**src/rtl/stage_if_if.sv**
```systemverilog
// Instruction-memory request/response bus between the fetch stage and the memory controller.
// mem_addr is held stable while mem_req is high until mem_ready pulses.
interface stage_if_if;
  logic        mem_req;
  logic [31:0] mem_addr;
  logic        mem_ready;
  logic [31:0] mem_inst;

  modport master (
    output mem_req,
    output mem_addr,
    input  mem_ready,
    input  mem_inst
  );

  modport slave (
    input  mem_req,
    input  mem_addr,
    output mem_ready,
    output mem_inst
  );
endinterface

```
**src/rtl/stage_if.sv**
```systemverilog
// Instruction fetch stage with static branch prediction (jal / backward branch taken), a one-entry
// stall buffer, and discard of in-flight fetches made stale by an execute-stage redirect.
module stage_if (
  input  logic              clk,
  input  logic              rst_n,
  input  logic              stall_i,
  input  logic              branch_flag_i,
  input  logic [31:0]       branch_target_i,
  stage_if_if.master        mem_bus,
  output logic              valid_o,
  output logic [31:0]       pc_o,
  output logic [31:0]       inst_o,
  output logic              predict_result_o,
  output logic [31:0]       npc_o
);

  typedef enum logic [1:0] {StFetch, StDrop, StHold} state_e;

  state_e      state_q;
  logic [31:0] pc_q;
  logic [31:0] req_addr_q;

  logic [31:0] buf_pc_q;
  logic [31:0] buf_inst_q;
  logic        buf_pred_q;
  logic [31:0] buf_npc_q;

  logic        out_valid_q;
  logic [31:0] out_pc_q;
  logic [31:0] out_inst_q;
  logic        out_pred_q;
  logic [31:0] out_npc_q;

  logic [6:0]  opcode;
  logic [31:0] j_imm;
  logic [31:0] b_imm;
  logic        pred_taken;
  logic [31:0] pred_npc;

  assign mem_bus.mem_req  = (state_q != StHold);
  assign mem_bus.mem_addr = req_addr_q;

  assign valid_o          = out_valid_q;
  assign pc_o             = out_pc_q;
  assign inst_o           = out_inst_q;
  assign predict_result_o = out_pred_q;
  assign npc_o            = out_npc_q;

  // In StFetch pc_q always equals req_addr_q, so the returning word belongs to req_addr_q.
  assign opcode = mem_bus.mem_inst[6:0];
  assign j_imm  = {{12{mem_bus.mem_inst[31]}}, mem_bus.mem_inst[19:12], mem_bus.mem_inst[20],
                   mem_bus.mem_inst[30:21], 1'b0};
  assign b_imm  = {{20{mem_bus.mem_inst[31]}}, mem_bus.mem_inst[7], mem_bus.mem_inst[30:25],
                   mem_bus.mem_inst[11:8], 1'b0};

  always_comb begin
    pred_taken = 1'b0;
    pred_npc   = req_addr_q + 32'd4;
    if (opcode == 7'b1101111) begin
      pred_taken = 1'b1;
      pred_npc   = req_addr_q + j_imm;
    end else if (opcode == 7'b1100011 && mem_bus.mem_inst[31]) begin
      pred_taken = 1'b1;
      pred_npc   = req_addr_q + b_imm;
    end
  end

  always_ff @(posedge clk or negedge rst_n) begin
    if (!rst_n) begin
      state_q     <= StFetch;
      pc_q        <= '0;
      req_addr_q  <= '0;
      buf_pc_q    <= '0;
      buf_inst_q  <= '0;
      buf_pred_q  <= 1'b0;
      buf_npc_q   <= '0;
      out_valid_q <= 1'b0;
      out_pc_q    <= '0;
      out_inst_q  <= '0;
      out_pred_q  <= 1'b0;
      out_npc_q   <= '0;
    end else if (branch_flag_i) begin
      out_valid_q <= 1'b0;
      pc_q        <= branch_target_i;
      unique case (state_q)
        StFetch: begin
          // A request still outstanding must complete before the address may move.
          if (mem_bus.mem_ready) begin
            req_addr_q <= branch_target_i;
            state_q    <= StFetch;
          end else begin
            state_q    <= StDrop;
          end
        end
        StHold: begin
          req_addr_q <= branch_target_i;
          state_q    <= StFetch;
        end
        StDrop: state_q <= StDrop;
        default: state_q <= StFetch;
      endcase
    end else begin
      unique case (state_q)
        StFetch: begin
          if (mem_bus.mem_ready) begin
            pc_q <= pred_npc;
            if (!stall_i) begin
              out_valid_q <= 1'b1;
              out_pc_q    <= req_addr_q;
              out_inst_q  <= mem_bus.mem_inst;
              out_pred_q  <= pred_taken;
              out_npc_q   <= pred_npc;
              req_addr_q  <= pred_npc;
            end else begin
              buf_pc_q    <= req_addr_q;
              buf_inst_q  <= mem_bus.mem_inst;
              buf_pred_q  <= pred_taken;
              buf_npc_q   <= pred_npc;
              state_q     <= StHold;
            end
          end else if (!stall_i) begin
            out_valid_q <= 1'b0;
          end
        end
        StHold: begin
          if (!stall_i) begin
            out_valid_q <= 1'b1;
            out_pc_q    <= buf_pc_q;
            out_inst_q  <= buf_inst_q;
            out_pred_q  <= buf_pred_q;
            out_npc_q   <= buf_npc_q;
            req_addr_q  <= pc_q;
            state_q     <= StFetch;
          end
        end
        StDrop: begin
          if (!stall_i) begin
            out_valid_q <= 1'b0;
          end
          if (mem_bus.mem_ready) begin
            req_addr_q <= pc_q;
            state_q    <= StFetch;
          end
        end
        default: state_q <= StFetch;
      endcase
    end
  end

endmodule

```
**src/flat_wrapper.sv**
```systemverilog
// flat-port wrapper written by rule: the top's interface ports become plain ports
module stage_if_flat 
  (clk, rst_n, stall_i, branch_flag_i, branch_target_i, valid_o, pc_o, inst_o, predict_result_o, npc_o, mem_bus_mem_req, mem_bus_mem_addr, mem_bus_mem_ready, mem_bus_mem_inst);
  stage_if_if mem_bus_i ();
  input  logic clk;
  input  logic rst_n;
  input  logic stall_i;
  input  logic branch_flag_i;
  input  logic [31:0] branch_target_i;
  output logic valid_o;
  output logic [31:0] pc_o;
  output logic [31:0] inst_o;
  output logic predict_result_o;
  output logic [31:0] npc_o;
  output wire logic [$bits(mem_bus_i.mem_req)-1:0] mem_bus_mem_req;
  output wire logic [$bits(mem_bus_i.mem_addr)-1:0] mem_bus_mem_addr;
  input wire logic [$bits(mem_bus_i.mem_ready)-1:0] mem_bus_mem_ready;
  input wire logic [$bits(mem_bus_i.mem_inst)-1:0] mem_bus_mem_inst;
  assign mem_bus_mem_req = mem_bus_i.mem_req;
  assign mem_bus_mem_addr = mem_bus_i.mem_addr;
  assign mem_bus_i.mem_ready = mem_bus_mem_ready;
  assign mem_bus_i.mem_inst = mem_bus_mem_inst;
  stage_if u_core (.clk(clk), .rst_n(rst_n), .stall_i(stall_i), .branch_flag_i(branch_flag_i), .branch_target_i(branch_target_i), .mem_bus(mem_bus_i), .valid_o(valid_o), .pc_o(pc_o), .inst_o(inst_o), .predict_result_o(predict_result_o), .npc_o(npc_o));
endmodule
```
**config.mk**
```make
export PLATFORM = sky130hd
export DESIGN_NAME = stage_if_flat
export DESIGN_NICKNAME = d
export VERILOG_FILES = /design/src/rtl/stage_if_if.sv /design/src/rtl/stage_if.sv /design/src/flat_wrapper.sv
export SDC_FILE = /design/constraint.sdc
export NUM_CORES = 1
export LEC_CHECK = 0
export CAP_MARGIN = 20
export CORE_UTILIZATION = 61
export DETAILED_ROUTE_END_ITERATION = 12
export GPL_TIMING_DRIVEN = 0
export HOLD_SLACK_MARGIN = 0.08
export PLACE_DENSITY = 0.87
export REMOVE_ABC_BUFFERS = 1
export SKIP_LAST_GASP = 1
export SLEW_MARGIN = 15
export SYNTH_ARGS = -nofsm -noshare
export SYNTH_HDL_FRONTEND = slang
export SYNTH_SLANG_ARGS = --single-unit
```
**constraint.sdc**
```tcl
create_clock -name clk -period 8.1 [get_ports clk]
set_clock_uncertainty 0.2 [all_clocks]
set_input_delay 1.62 -clock clk [delete_from_list [all_inputs] [get_ports clk]]
set_output_delay 1.62 -clock clk [all_outputs]
set_load 0.05 [all_outputs]
```
# [Word-level counts from Yosys, hierarchy flattened]
# Cells that the tools add are included.
[totals] ff_bits=261 output_inout_bits=131 word_cells=84
[op_classes] n_addsub=3 n_eq_ne=14 muxes=42 bitwise_logic=1 n_reduce_logical=12
[ops] operator="2-to-1 mux 32 bit" n=18
[ops] operator="case mux 32 bit (2 select lines)" n=4
[ops] operator="case mux 32 bit (3 select lines)" n=1
[ops] operator="adder 32 bit" n=2
[ops] operator="adder 32 x 3 -> 32 bit (second input constant)" n=1
[ops] operator="!= test 3 bit (second input constant)" n=5
[ops] operator="equality test 7 bit (second input constant)" n=2
[ops] operator="2-to-1 mux 1 bit" n=10
[ops] operator="2-to-1 mux 2 bit" n=5
[ops] operator="!= test 2 bit (second input constant)" n=4
[ops] operator="AND reduction 4 bit" n=2
[ops] operator="case mux 2 bit (3 select lines)" n=1
[ops] operator="AND reduction 6 bit" n=1
[ops] operator="nonzero test 2 bit" n=3
[ops] operator="AND reduction 5 bit" n=1
[ops] operator="case mux 1 bit (2 select lines)" n=2
[ops] operator="nonzero test 4 bit" n=1
[ops] operator="!= test 3 x 1 -> 1 bit (second input constant)" n=1
[ops] operator="case mux 1 bit (3 select lines)" n=1
[ops] operator="nonzero test 3 bit" n=1
[ops] operator="equality test 2 x 1 -> 1 bit (second input constant)" n=1
[ops] operator="equality test 2 bit (second input constant)" n=1
[ops] operator="zero test 2 bit" n=1
[ops] operator="AND reduction 2 bit" n=1
[ops] operator="other kinds (2)" n=2

# [Logic depth before layout (Yosys ltp)]
[depth] depth_word=8 depth_mapped=12

# [Worst setup path before layout]
# No wires, ideal clock.
[synth_path] path_type="in2reg" from="input mem_bus_mem_inst[21]" to="register u_core.req_addr_q[29], in the netlist u_core.mem_bus.mem_addr[29]" setup_ps=137 arrival_ps=4102 required_time_ps=7763 setup_slack_ps=3661 path_stages=12 path_buffers=0 cell_sequence="ha_1 > inv_1 > fa_1 > nand2b_1 > a21o_1 > a21oi_2 > a221oi_4 > o221ai_2 > a311oi_2 > mux2_1 > a211oi_2 > o221ai_2"
[synth_between] elab_chain_cells=6
[synth_lines] element="start, declared" line="flat_wrapper.sv:18" source="input wire logic [$bits(mem_bus_i.mem_inst)-1:0] mem_bus_mem_inst;"
[synth_lines] element="adder 32 bit" line="stage_if.sv:61" source="pred_npc = req_addr_q + j_imm;"
[synth_lines] element="2-to-1 mux 32 bit" line="stage_if.sv:59" source="if (opcode == 7'b1101111) begin"
[synth_lines] element="2-to-1 mux 32 bit" line="stage_if.sv:107" source="if (!stall_i) begin"
[synth_lines] element="2-to-1 mux 32 bit" line="stage_if.sv:105" source="if (mem_bus.mem_ready) begin"
[synth_lines] element="case mux 32 bit (3 select lines)" line="stage_if.sv:103" source="unique case (state_q)"
[synth_lines] element="2-to-1 mux 32 bit" line="stage_if.sv:82" source="end else if (branch_flag_i) begin"
[synth_lines] element="end signal, assigned" line="stage_if.sv:89" source="req_addr_q <= branch_target_i;"
[synth_lines] element="end signal, assigned" line="stage_if.sv:96" source="req_addr_q <= branch_target_i;"
[synth_lines] element="end signal, assigned" line="stage_if.sv:113" source="req_addr_q <= pred_npc;"
[synth_lines] element="end, declared" line="stage_if.sv:21" source="logic [31:0] req_addr_q;"
# Every way passes these cells. The select of a mux whose other input is x is not followed.
# A chain may end at the register's enable or synchronous reset.

# [Worst setup path after layout]
[layout_path] from="input mem_bus_mem_inst[31]" to="register u_core.req_addr_q[28], in the netlist u_core.mem_bus.mem_addr[28]"
[layout_between] elab_chain_cells=7
[layout_lines] element="adder 32 bit / logical AND 1 bit (equally long branches)" line="stage_if.sv:64, stage_if.sv:62"
[layout_lines] element="2-to-1 mux 32 bit" line="stage_if.sv:62" source="end else if (opcode == 7'b1100011 && mem_bus.mem_inst[31]) begin"
[layout_lines] element="2-to-1 mux 32 bit (*)" line="stage_if.sv:59"
[layout_lines] element="2-to-1 mux 32 bit (*)" line="stage_if.sv:107"
[layout_lines] element="2-to-1 mux 32 bit (*)" line="stage_if.sv:105"
[layout_lines] element="case mux 32 bit (3 select lines) (*)" line="stage_if.sv:103"
[layout_lines] element="2-to-1 mux 32 bit (*)" line="stage_if.sv:82"
# Mark *: on every way between the ends. The rest lies on a longest branch, timed or not. The select of a mux whose other input is x is not followed.

==> metrics.md <==
| Metric | Value |
|---|---|
| Most frequent cell after synthesis | dfrtp_1 |
| Clock power frac | 0.159 |
| Synth warn | 0 |
| Die Height | 160 um |
| Required time of the critical path | just over 8 ns |
| Setup repair bufs after CTS | 0 |
| Worst-Skew Late Latency | 0.55 ns |
| Static leakage | ~7.8 nW |
| Setup TNS | 0 ns |
| Die area | about 25000 um2 |
| Setup CP Type | input pin to flip-flop |
| Clock sinks | 259 |
| Pre-CTS setup slack | between 2 and 2.5 ns |
| Critical Path AT | 5.87 ns |
| Share of layout cells above drive strength 1 | 0.0965 |
| CTS tree | done |
| Die width | 160 um |
| Post-synth EDFFs | 0 |
| Area contributors post-synth | dfrtp_1, o21ai_0, mux2_2 |
| Internal | 4.25 mW |
| GPL Wtd Cong | 0.936 |
| Routed WL per cell | ~21 um |
| Reg clk slew, reported paths | 0.06 ns |
| Area growth from synthesis to layout | 22.0% |
| RSZ-0062 raised after global routing | false |
| Top FF cell, synth | dfrtp_1 |
| Drc violations | 0 |
| Top-area cell type share of the netlist area | 0.428 |
| Sequential Power Share | 0.295 |
| Min-delay worst type | flip-flop to flip-flop |
| Gr usage total | 0.345 |
| Fillcell total | 1623 |
| Fin nets | 1884 |
| Vias in the first global route | approximately 13k |
| Unique masters post-synth | 82 |
| Antenna violation net count after detailed routing | 0 |
| Cts hold-fix bufs | 0 |
| Period utilisation layout | 0.700 |
| Bufs on Longest Clock Path | 3 |
| Async set-reset flop share out of synthesis | 1.00 |
| Port Buf Inserts | 199 |
| Final Critical Period | 5.67 ns |
| Worst setup SP type | input pin |
| VDD IR max | 337 uV |
| Sw Ratio | 0.474 |
| Outcome | complete, no violations |
| Number of placement rows | 57 |
| Cell Count, Final, Fillers Out | 2107 |
| Post_cts resized | 0 |
| Max Fclk | around 0.18 GHz |
| Initial Utilization | 0.622 |
| Final WL | 44300 um |
| Comb power frac | 0.546 |
| Final setup margin | 2.43 ns |
| Cell taking the most area after synthesis | dfrtp_1 |
| Seq/Total Area, Yosys | 0.428 |
| Cts bufs inserted | 27 |
| Sw Pwr | 3.83 mW |
| Most frequent cells after synthesis | dfrtp_1, nand2_1, o21ai_0 |
| Slew HR | 0.151 |
| Final hold violation count | 0 |
| Placed cells | between 2k and 2.5k |
| Clk root buf | clkbuf_16 |
| Worst-margin pin slew | 1.26 ns |
| # setup viols final | 0 |
| CP most frequent cell | nor2_1 |
| Post-Syn Area per Cell | 9.26 um2 |
| Htree depth | 1 |
| Initial antenna violation count | 1 |
| Max incr delay on CP | between 0.9 and 1 ns |
| Dpl hpwl | 30800 um |
| Vias | between 10k and 15k |
| Ant diodes | 0 |
| Max cap viols | 0 |
| Vias per cell | 6.52 |
| Gr ovfl total | 0 |
| Crit path max-delay cell type | or4_1 |
| Largest net degree at the start of global routing | 107 |
| Crit. End Element | flip-flop |
| Pre-antenna DRT Iters | 7 |
| Top Ports | 200 |
| Post-synthesis cell area | 15100 um2 |
| Flop and latch count out of synthesis | 259 |
| Cell Chain, Critical Path | clkdlybuf4s50_1 -> buf_16 -> or3b_1 -> or4_1 -> nand2_1 -> nor2_1 -> a211oi_1 -> a21oi_1 -> nor2_1 -> o221ai_1 |
| Synthesized instance count | 1635 |
| First-pass GRT wire length | 70500 um |
| CORE AREA | 24300 um2 |
| Slew Limit Fails | 0 |
| DR iter-0 viols | approximately 1.4k |
| Pwr dens | between 400 and 500 nW/um2 |
| Crit-path max FO | 22 |
-- cell usage in the layout (no fill, tap or decap), types with 5 or more instances in the layout --
| cell type | synthesis | final |
|---|---|---|
| o211ai_1 | 16 | 16 |
| nor2b_1 | 6 | 6 |
| a221oi_1 | 6 | 6 |
| nor3_1 | 11 | 11 |
| o21ai_0 | 203 | 203 |
| buf_16 | 0 | 10 |
| and4_1 | 5 | 5 |
| and3_1 | 37 | 37 |
| dfrtp_1 | 259 | 259 |
| clkbuf_8 | 0 | 8 |
| a31oi_1 | 13 | 13 |
| a211oi_1 | 12 | 11 |
| o221ai_1 | 18 | 18 |
| ha_1 | 48 | 47 |
| nand2b_1 | 14 | 14 |
| nor2_1 | 81 | 80 |
| nand3_1 | 32 | 30 |
| mux2_2 | 75 | 75 |
| and2_1 | 10 | 10 |
| mux2i_1 | 81 | 81 |
| xor2_1 | 17 | 17 |
| clkbuf_1 | 88 | 7 |
| o31ai_1 | 7 | 7 |
| o21a_1 | 9 | 9 |
| or3_1 | 6 | 6 |
| clkbuf_16 | 0 | 27 |
| a22oi_1 | 14 | 14 |
| clkdlybuf4s50_1 | 0 | 197 |
| nand4_1 | 18 | 18 |
| a21oi_1 | 120 | 120 |
| buf_8 | 0 | 5 |
| a31o_2 | 5 | 5 |
| inv_1 | 24 | 23 |
| nand2_1 | 224 | 224 |
| o22ai_1 | 11 | 11 |
| o21ai_1 | 10 | 10 |
| a21o_1 | 19 | 19 |
| xnor2_1 | 32 | 32 |
-- sequential cells by signal (all words and copies together), names as in the netlist --
name                     count
u_core.buf_inst_q           32
u_core.buf_npc_q            32
u_core.buf_pc_q             31
u_core.buf_pred_q            1
u_core.inst_o               32
u_core.mem_bus.mem_addr     32
u_core.npc_o                32
u_core.pc_o                 31
u_core.pc_q                 32
u_core.predict_result_o      1
u_core.state_q               2
u_core.valid_o               1
-- stage by stage --
step / hold slack, ns / power [mW] / cell area [um2] / util
after floorplan: 0.242 / 5.29 / 14700 / -
after global placement: 0.254 / 6.56 / 17100 / 0.702
after detailed placement: 0.263 / 6.72 / 17500 / 0.721
after CTS: 0.277 / 8.04 / 18500 / 0.759
after global routing: 0.295 / 8.50 / 18500 / 0.759
final: 0.276 / 8.09 / 18500 / 0.759
-- area by class of cell --
type                    instances  area (um2)  share of cell area
flip-flops and latches        259        6480               0.351
multi-input cells            1235        8190               0.443
repair buffers                218        2390               0.129
inverters                      24        90.1             0.00488
well taps                     324         405              0.0220
clock buffers                  42         812              0.0440
clock inverters                 5         100             0.00542
-- power by group through the flow --
| stage | clock network, mW | registers, mW | logic, mW |
|---|---|---|---|
| floorplan | 0 | 3.31 | 1.98 |
| finish | 1.29 | 2.38 | 4.42 |
| global placement | 0 | 2.35 | 4.21 |
| global route | 1.34 | 2.45 | 4.71 |
| detailed placement | 0 | 2.38 | 4.34 |
| CTS | 1.29 | 2.37 | 4.39 |
-- critical path, delay by kind of cell --
kind / cells / cell delay [ns]
compound gates: 3 / 0.57
buf+inv: 2 / 1.12
simple gates: 5 / 2.52
-- kinds of logic (layout without fill, tap and decap cells) --
group	after synthesis	in the layout	synth area share
AOI/OAI and AO/OA	514	514	0.210
buffers and inverters	141	289	0.0368
adders and majority gates	50	50	0.0423
DFF	259	259	0.428
muxes	157	157	0.110
and+or+nand+nor	465	465	0.144
xor gates and xnor gates	49	49	0.0284
-- path summary, 6_finish.rpt --
path / start / end / slack [ns] / cells past startpoint
hold / removal: u_core.pc_o[5]$_DFFE_PN0P_ / u_core.pc_o[5]$_DFFE_PN0P_ / 0.28 / 2
setup / recovery: mem_bus_mem_inst[31] / u_core.mem_bus.mem_addr[28]$_DFFE_PN0P_ / 2.43 / 10
max in group asynchronous: rst_n / u_core.buf_npc_q[12]$_DFFE_PN0P_ / 6.01 / 2
setup reg to reg: u_core.mem_bus.mem_addr[2]$_DFFE_PN0P_ / u_core.mem_bus.mem_addr[23]$_DFFE_PN0P_ / 4.08 / 11
min in group asynchronous: rst_n / u_core.pc_o[27]$_DFFE_PN0P_ / 0.77 / 1
hold reg to reg: u_core.pc_o[5]$_DFFE_PN0P_ / u_core.pc_o[5]$_DFFE_PN0P_ / 0.28 / 2
-- metal layers --
layer / part of all wire / wire length [um] / global-route usage
met4: 0.033 / 1480 / 0.140
met1: 0.42 / 18800 / 0.479
met5: 0 / 0 / 0
met3: 0.073 / 3250 / 0.0456
met2: 0.47 / 20800 / 0.548
No activity file was read; power rests on OpenSTA's default activity.
